==> config.mk <==
export PLATFORM = sky130hd
export DESIGN_NAME = wb_trace_uart_tx
export DESIGN_NICKNAME = d
export VERILOG_FILES = /design/src/rtl/wb_trace_pkg.sv /design/src/rtl/wb_trace_fifo.sv /design/src/rtl/wb_trace_uart_tx.sv
export SDC_FILE = /design/constraint.sdc
export NUM_CORES = 1
export LEC_CHECK = 0
export BUFFER_PORTS_ARGS = -buffer_cell sky130_fd_sc_hd__buf_2
export CAP_MARGIN = 20
export CORE_MARGIN = 8
export CORE_UTILIZATION = 55
export DETAILED_ROUTE_END_ITERATION = 7
export GPL_ROUTABILITY_DRIVEN = 0
export GPL_TIMING_DRIVEN = 0
export PLACE_DENSITY = 0.71
export SYNTH_ARGS = -nofsm -noshare
export SYNTH_HDL_FRONTEND = slang
export SYNTH_SLANG_ARGS = --single-unit
==> constraint.sdc <==
create_clock -name clk -period 5.03 [get_ports clk]
set_clock_uncertainty 0.2 [all_clocks]
set_input_delay 0.503 -clock clk [delete_from_list [all_inputs] [get_ports clk]]
set_output_delay 0.503 -clock clk [all_outputs]
set_load 0.1 [all_outputs]
==> src/rtl/wb_trace_pkg.sv <==
// Shared types and sizing for the writeback trace UART.
// WB_TRACE_PC_EN selects the record/frame layout that carries the instruction PC.
package wb_trace_pkg;

  typedef enum logic [1:0] {
    IDLE  = 2'd0,
    START = 2'd1,
    DATA  = 2'd2,
    STOP  = 2'd3
  } tx_state_e;

  localparam int DEST_W = 5;
  localparam int VAL_W  = 32;
  localparam int PC_W   = 32;

  localparam int REC_W_BASE       = DEST_W + VAL_W;
  localparam int REC_W_PC         = PC_W + DEST_W + VAL_W;
  localparam int FRAME_BYTES_BASE = 5;
  localparam int FRAME_BYTES_PC   = 9;

`ifdef WB_TRACE_PC_EN
  localparam int REC_W       = REC_W_PC;
  localparam int FRAME_BYTES = FRAME_BYTES_PC;
`else
  localparam int REC_W       = REC_W_BASE;
  localparam int FRAME_BYTES = FRAME_BYTES_BASE;
`endif

  localparam int FRAME_W = FRAME_BYTES * 8;

  // Expands a stored record into transmit order, first byte in the top bits.
  function automatic logic [FRAME_W-1:0] rec_to_frame(input logic [REC_W-1:0] rec);
`ifdef WB_TRACE_PC_EN
    return {rec[REC_W-1 -: PC_W], 3'b000, rec[DEST_W+VAL_W-1:0]};
`else
    return {3'b000, rec};
`endif
  endfunction

endpackage

==> src/rtl/wb_trace_fifo.sv <==
// Synchronous show-ahead FIFO; pointers carry one extra wrap bit to tell full from empty.
module wb_trace_fifo #(
  parameter int WIDTH = 37,
  parameter int DEPTH = 8
) (
  input  logic             clk,
  input  logic             rst,
  input  logic             push,
  input  logic [WIDTH-1:0] din,
  input  logic             pop,
  output logic [WIDTH-1:0] dout,
  output logic             full,
  output logic             empty
);
  localparam int AW = $clog2(DEPTH);
  localparam logic [AW:0] PTR_ONE = {{AW{1'b0}}, 1'b1};

  logic [WIDTH-1:0] mem [DEPTH];
  logic [AW:0] wr_ptr_q, wr_ptr_d;
  logic [AW:0] rd_ptr_q, rd_ptr_d;
  logic do_push, do_pop;

  assign empty = (wr_ptr_q == rd_ptr_q);
  assign full  = (wr_ptr_q[AW] != rd_ptr_q[AW]) && (wr_ptr_q[AW-1:0] == rd_ptr_q[AW-1:0]);
  assign dout  = mem[rd_ptr_q[AW-1:0]];

  // Full is taken from the registered pointers, so a pop never frees space for a same-cycle push.
  always_comb begin
    do_push  = push && !full;
    do_pop   = pop && !empty;
    wr_ptr_d = do_push ? wr_ptr_q + PTR_ONE : wr_ptr_q;
    rd_ptr_d = do_pop  ? rd_ptr_q + PTR_ONE : rd_ptr_q;
  end

  always_ff @(posedge clk) begin
    if (do_push) begin
      mem[wr_ptr_q[AW-1:0]] <= din;
    end
  end

  always_ff @(posedge clk or negedge rst) begin
    if (!rst) begin
      wr_ptr_q <= '0;
      rd_ptr_q <= '0;
    end else begin
      wr_ptr_q <= wr_ptr_d;
      rd_ptr_q <= rd_ptr_d;
    end
  end

endmodule

==> src/rtl/wb_trace_uart_tx.sv <==
// Writeback trace serialiser: buffers {dest, writeVal} records and ships each as 8N1 UART bytes.
// Define WB_TRACE_PC_EN to prepend the instruction PC to every record and frame.
module wb_trace_uart_tx
  import wb_trace_pkg::*;
#(
  parameter int CLKS_PER_BIT = 434,
  parameter int FIFO_DEPTH   = 8
) (
  input  logic        clk,
  input  logic        rst,
  input  logic        WB_EN,
  input  logic [4:0]  dest,
  input  logic [31:0] writeVal,
  input  logic [31:0] PC,
  input  logic        clr_ovf,
  output logic        UART_TXD,
  output logic        busy,
  output logic        overflow
);
  localparam logic [15:0] BAUD_RELOAD = 16'(CLKS_PER_BIT - 1);
  localparam logic [3:0]  LAST_BYTE   = 4'(FRAME_BYTES - 1);

  tx_state_e          state_q, state_d;
  logic [15:0]        baud_q, baud_d;
  logic [2:0]         bit_q, bit_d;
  logic [3:0]         byte_q, byte_d;
  logic [FRAME_W-1:0] frame_q, frame_d;
  logic               txd_q, txd_d;
  logic               busy_q, busy_d;
  logic               ovf_q, ovf_d;
  logic [REC_W-1:0]   rec_in, rec_out;
  logic               fifo_full, fifo_empty, pop;
  logic [7:0]         cur_byte;

`ifdef WB_TRACE_PC_EN
  assign rec_in = {PC, dest, writeVal};
`else
  logic unused_pc;
  assign unused_pc = ^PC;
  assign rec_in    = {dest, writeVal};
`endif

  wb_trace_fifo #(
    .WIDTH(REC_W),
    .DEPTH(FIFO_DEPTH)
  ) u_fifo (
    .clk  (clk),
    .rst  (rst),
    .push (WB_EN),
    .din  (rec_in),
    .pop  (pop),
    .dout (rec_out),
    .full (fifo_full),
    .empty(fifo_empty)
  );

  assign cur_byte = frame_q[FRAME_W-1 -: 8];

  always_comb begin
    state_d = state_q;
    baud_d  = baud_q;
    bit_d   = bit_q;
    byte_d  = byte_q;
    frame_d = frame_q;
    pop     = 1'b0;
    case (state_q)
      IDLE: begin
        if (!fifo_empty) begin
          pop     = 1'b1;
          frame_d = rec_to_frame(rec_out);
          baud_d  = BAUD_RELOAD;
          state_d = START;
        end
      end
      START: begin
        if (baud_q == 16'd0) begin
          baud_d  = BAUD_RELOAD;
          bit_d   = 3'd0;
          state_d = DATA;
        end else begin
          baud_d = baud_q - 16'd1;
        end
      end
      DATA: begin
        if (baud_q == 16'd0) begin
          baud_d = BAUD_RELOAD;
          if (bit_q == 3'd7) begin
            bit_d   = 3'd0;
            state_d = STOP;
          end else begin
            bit_d = bit_q + 3'd1;
          end
        end else begin
          baud_d = baud_q - 16'd1;
        end
      end
      STOP: begin
        if (baud_q == 16'd0) begin
          if (byte_q == LAST_BYTE) begin
            byte_d  = 4'd0;
            state_d = IDLE;
          end else begin
            byte_d  = byte_q + 4'd1;
            frame_d = {frame_q[FRAME_W-9:0], 8'h00};
            baud_d  = BAUD_RELOAD;
            state_d = START;
          end
        end else begin
          baud_d = baud_q - 16'd1;
        end
      end
      default: state_d = IDLE;
    endcase
  end

  // Line, busy and overflow are all registered so the pins are glitch-free.
  always_comb begin
    txd_d = 1'b1;
    case (state_q)
      START:   txd_d = 1'b0;
      DATA:    txd_d = cur_byte[bit_q];
      default: txd_d = 1'b1;
    endcase
    busy_d = (state_q != IDLE) || !fifo_empty;
    if (WB_EN && fifo_full) begin
      ovf_d = 1'b1;
    end else if (clr_ovf) begin
      ovf_d = 1'b0;
    end else begin
      ovf_d = ovf_q;
    end
  end

  always_ff @(posedge clk or negedge rst) begin
    if (!rst) begin
      state_q <= IDLE;
      baud_q  <= '0;
      bit_q   <= '0;
      byte_q  <= '0;
      frame_q <= '0;
      txd_q   <= 1'b1;
      busy_q  <= 1'b0;
      ovf_q   <= 1'b0;
    end else begin
      state_q <= state_d;
      baud_q  <= baud_d;
      bit_q   <= bit_d;
      byte_q  <= byte_d;
      frame_q <= frame_d;
      txd_q   <= txd_d;
      busy_q  <= busy_d;
      ovf_q   <= ovf_d;
    end
  end

  assign UART_TXD = txd_q;
  assign busy     = busy_q;
  assign overflow = ovf_q;

endmodule

==> metrics.md <==
| Metric | Value |
|---|---|
| Die Height | `182 microns` |
| CTS Buf Count | `39` |
| I/O Buffers | `43` |
| Crit Reg-Reg Startpoint | `u_fifo.rd_ptr_q[2]` |
| Post-synthesis net count | `900` |
| Post-cts hold buffer count | `2` |
| Post-Synth Adder-Cell Area | `less than 1%` |
| Core area | `27000 sq um` |
| Clk sinks | `approximately 370` |
| Critical path buffers and inverters | `4` |
| Die W | `between 150 and 200 microns` |
| Row count | `60` |
| Synth async-reset ratio | `20.4%` |
| CP top delay family | `simple AND/OR/NAND/NOR gates` |
| Slew margin rel. | `33.8%` |
| DRT Pass-1 Iters | `4` |
| Max-slew violations | `0` |
| Initial antenna violation count | `2` |
| Post_cts resized | `0` |
| Worst-path fanout max | `9` |
| Largest net degree at the start of global routing | `55` |
| Largest family of logic cells by synthesized area | `multiplexers` |
| Slowest-stage cell, CP | `nor3_2` |
| GRT Total Usage | `18.8%` |
| Simple-gate area share of the yosys netlist | `4.18%` |
| Final-report setup violation count | `0` |
| Hold Crit Class | `in -> reg` |
| Most used cell, CP | `buf_6` |
| Synth Area in Compound Gates | `3.66%` |
| Number of synthesized flops with an enable pin | `296` |
| Hold-critical path depth | `1` |
| Final number of hold-violating endpoints | `0` |
| Via count | `7772` |
| Global-route wire length before repair | `47500 microns` |
| Iter 0 DRT Violations | `~640` |
| Pre-CTS WS | `1.38 ns` |
| Vias in the first global route | `7916` |
| Critical R2R Capture | `u_fifo.mem[0][13]` |
| Cells after Synth | `815` |
| IO Count | `76` |
| Nets | `about 1000` |
| Pleak | `~6.2 nW` |
| Worst Max-Slew Pin Slew | `0.987 ns` |
| Setup crit end kind | `register` |
| Syn_area_per_cell | `between 15 and 20 sq um` |
| Crit-path cells | `clkbuf_1 > xor2_1 > or4_1 > nand2_1 > or2_2 > nor3_2 > buf_6 > buf_6 > buf_6` |
| PD cells | `598 nW/um^2` |
| Clock Path Buffers | `3` |
| Drt via density | `6.03` |
| Hold path endpoint | `u_fifo.mem[6][16]` |
| DRC errors left | `0` |
| Status | `complete, no violations` |
| CP max stage delay | `0.77 ns` |
| Clock period minus worst slack | `about 3.6 ns` |
| Clock Pin Slew Worst Setup and Hold Paths | `approximately 0.060 ns` |
| Drt total wl | `30600 microns` |
| Critical path startpoint category | `register` |
| Multiplexer share of the synthesized area | `between 15 and 20%` |
| P&R area growth vs syn | `14.5%` |
| Total power | `10.4 mW` |
| Clock root cell | `clkbuf_16` |
| Yosys warns | `0` |
| Unique masters post-synth | `51` |
| Post-DP HPWL | `19700 microns` |
| Die Area | `33100 sq um` |
| Hold Path Origin | `writeVal[16]` |
| VDD IR max | `between 300 and 400 uV` |
| Max Cap Viol | `0` |
| #FFs+latches synth | `372` |
| F_max | `about 0.28 GHz` |
| RSZ-0062 raised after global routing | `no` |
| Critical path required time | `5.07 ns` |
| Predominant post-synthesis flop cell | `edfxtp_1` |
| N_diodes | `0` |
| CTS tree | `done` |
| Ratio of cells with drive above 1 in the final layout | `between 20% and 30%` |
| Setup TNS | `0 ns` |
| Period utilization | `between 70 and 80%` |
| Post-synthesis xor/xnor area fraction | `less than 1%` |
| Initial Util | `between 50 and 60%` |
| PnR worst setup slack | `1.44 ns` |
| Antenna Nets Post-Route | `0` |
| Sequential-to-total area share from yosys stat | `between 70 and 80%` |
| Crit path DAT | `3.63 ns` |
| Total gr overflow | `0` |
| CTS H-tree lvls | `2` |
| R2r setup slk | `1.44 ns` |
| Clk Latency, worst-skew pair | `0.53 ns` |
| Crit path kind | `reg -> reg` |
| Post-CTS Setup Inserts | `0` |
| R2R depth | `9` |
| Cell Area, Synth | `~15000 sq um` |
| Wire per inst | `23.8 microns` |
## kinds of logic after synthesis
family                   after synthesis
AO/OA/AOI/OAI                         84
XOR/XNOR                               9
adder cells (fa/ha/maj)               12
buffers and inverters                 51
flip-flops                           372
multiplexers                         156
AND/OR/NAND/NOR                      131
## per-stage QoR
| step | hold slack (ns) | utilization [%] | cell area [sq um] | std cells |
|---|---|---|---|---|
| final | 0.0376 | 64.2 | 17400 | 1288 |
| after global routing | 0.0325 | 64.2 | 17400 | 1288 |
| after CTS | 0.0209 | 64.2 | 17400 | 1288 |
| after detailed placement | 0.224 | 59.7 | 16100 | 1215 |
| after global placement | 0.277 | 58.5 | 15800 | 1199 |
| after floorplan | 0.00741 | - | 15200 | 815 |
## worst max path at each step
| stage | from | endpoint | cells after the start |
|---|---|---|---|
| 3_5_place_dp | u_fifo.rd_ptr_q[2] | u_fifo.mem[0][12] | 9 |
| 5_1_grt | u_fifo.rd_ptr_q[2] | u_fifo.mem[0][12] | 9 |
| 6_report | u_fifo.rd_ptr_q[2] | u_fifo.mem[0][13] | 9 |
| 2_1_floorplan | u_fifo.rd_ptr_q[1] | u_fifo.mem[0][0] | 6 |
| 4_1_cts | u_fifo.rd_ptr_q[2] | u_fifo.mem[0][12] | 9 |
| 3_3_place_gp | u_fifo.rd_ptr_q[2] | u_fifo.mem[0][12] | 6 |
## final cells by class
| class | instances | area (sq um) |
|---|---|---|
| plain buffers | 41 | 241 |
| clock buffers | 57 | 1100 |
| clock inverters | 14 | 116 |
| fillers | 1839 | 9660 |
| inverters | 10 | 37.5 |
| multi-input cells | 392 | 4150 |
| flip-flops and latches | 372 | 10800 |
| well taps | 341 | 427 |
| repair buffers | 61 | 502 |
## cell usage in the layout (no fill, tap or decap), types with 7 or more instances in the layout
master,instances
mux2_2,11
mux2i_1,39
nand2_1,49
nor3_1,10
edfxtp_1,296
mux4_2,76
inv_1,9
buf_2,58
nand3_1,12
o211ai_1,10
buf_12,7
buf_6,11
clkbuf_16,41
nor2_1,25
o31ai_1,8
a22o_1,7
clkbuf_1,32
mux2_4,30
o21ai_0,39
ha_1,12
dfrtp_1,75
## synthesized netlist by cell type, types with 2 or more instances
master	instances	area, sq um
edfxtp_1	296	8890
mux4_2	76	1710
dfrtp_1	75	1880
nand2_1	49	184
mux2i_1	39	390
o21ai_0	39	195
nor2_1	31	116
mux2_4	30	450
clkbuf_1	17	63.8
buf_2	16	80.1
ha_1	12	150
nand3_1	12	60.1
nor3_1	12	60.1
mux2_2	11	124
o211ai_1	10	75.1
inv_1	9	33.8
o31ai_1	8	60.1
a22o_1	7	61.3
xor2_1	6	52.6
a21oi_1	5	25.0
a32o_1	4	40.0
buf_12	3	60.1
nand4_1	3	18.8
nor2b_1	3	18.8
nor4_1	3	18.8
or2_2	3	18.8
xnor2_1	3	26.3
a211oi_1	2	15.0
buf_1	2	7.51
buf_6	2	22.5
nand2b_1	2	12.5
nor4b_1	2	17.5
o2bb2ai_1	2	17.5
o41ai_1	2	17.5
or3_1	2	12.5
or4_1	2	15.0
## where the power goes
group	internal [mW]	leakage [nW]	switching (mW)
clock	1.57	0.589	1.14
sequential	3.97	3.63	0.247
combinational	1.58	1.99	1.87
## state kept, by name (all words and copies together) (netlist names)
register         flops
UART_TXD             1
baud_q              16
bit_q                3
busy                 1
byte_q               4
frame_q             40
overflow             1
state_q              2
u_fifo.mem         296
u_fifo.rd_ptr_q      4
u_fifo.wr_ptr_q      4
## routing by layer
layer,track usage [%],share of wire (%)
met1,25.8,44
met2,30.8,49
met3,3.38,4.9
met4,5.12,2.0
met5,0,0.059
## worst reg2reg max path: stages (launching register included)
cell and delay, ns:
dfrtp_1 0.32, clkbuf_1 0.44, xor2_1 0.21, or4_1 0.23, nand2_1 0.12, or2_2 0.39, nor3_2 0.77, buf_6 0.27
buf_6 0.19, buf_6 0.16
(Power assumes the default switching activity.)
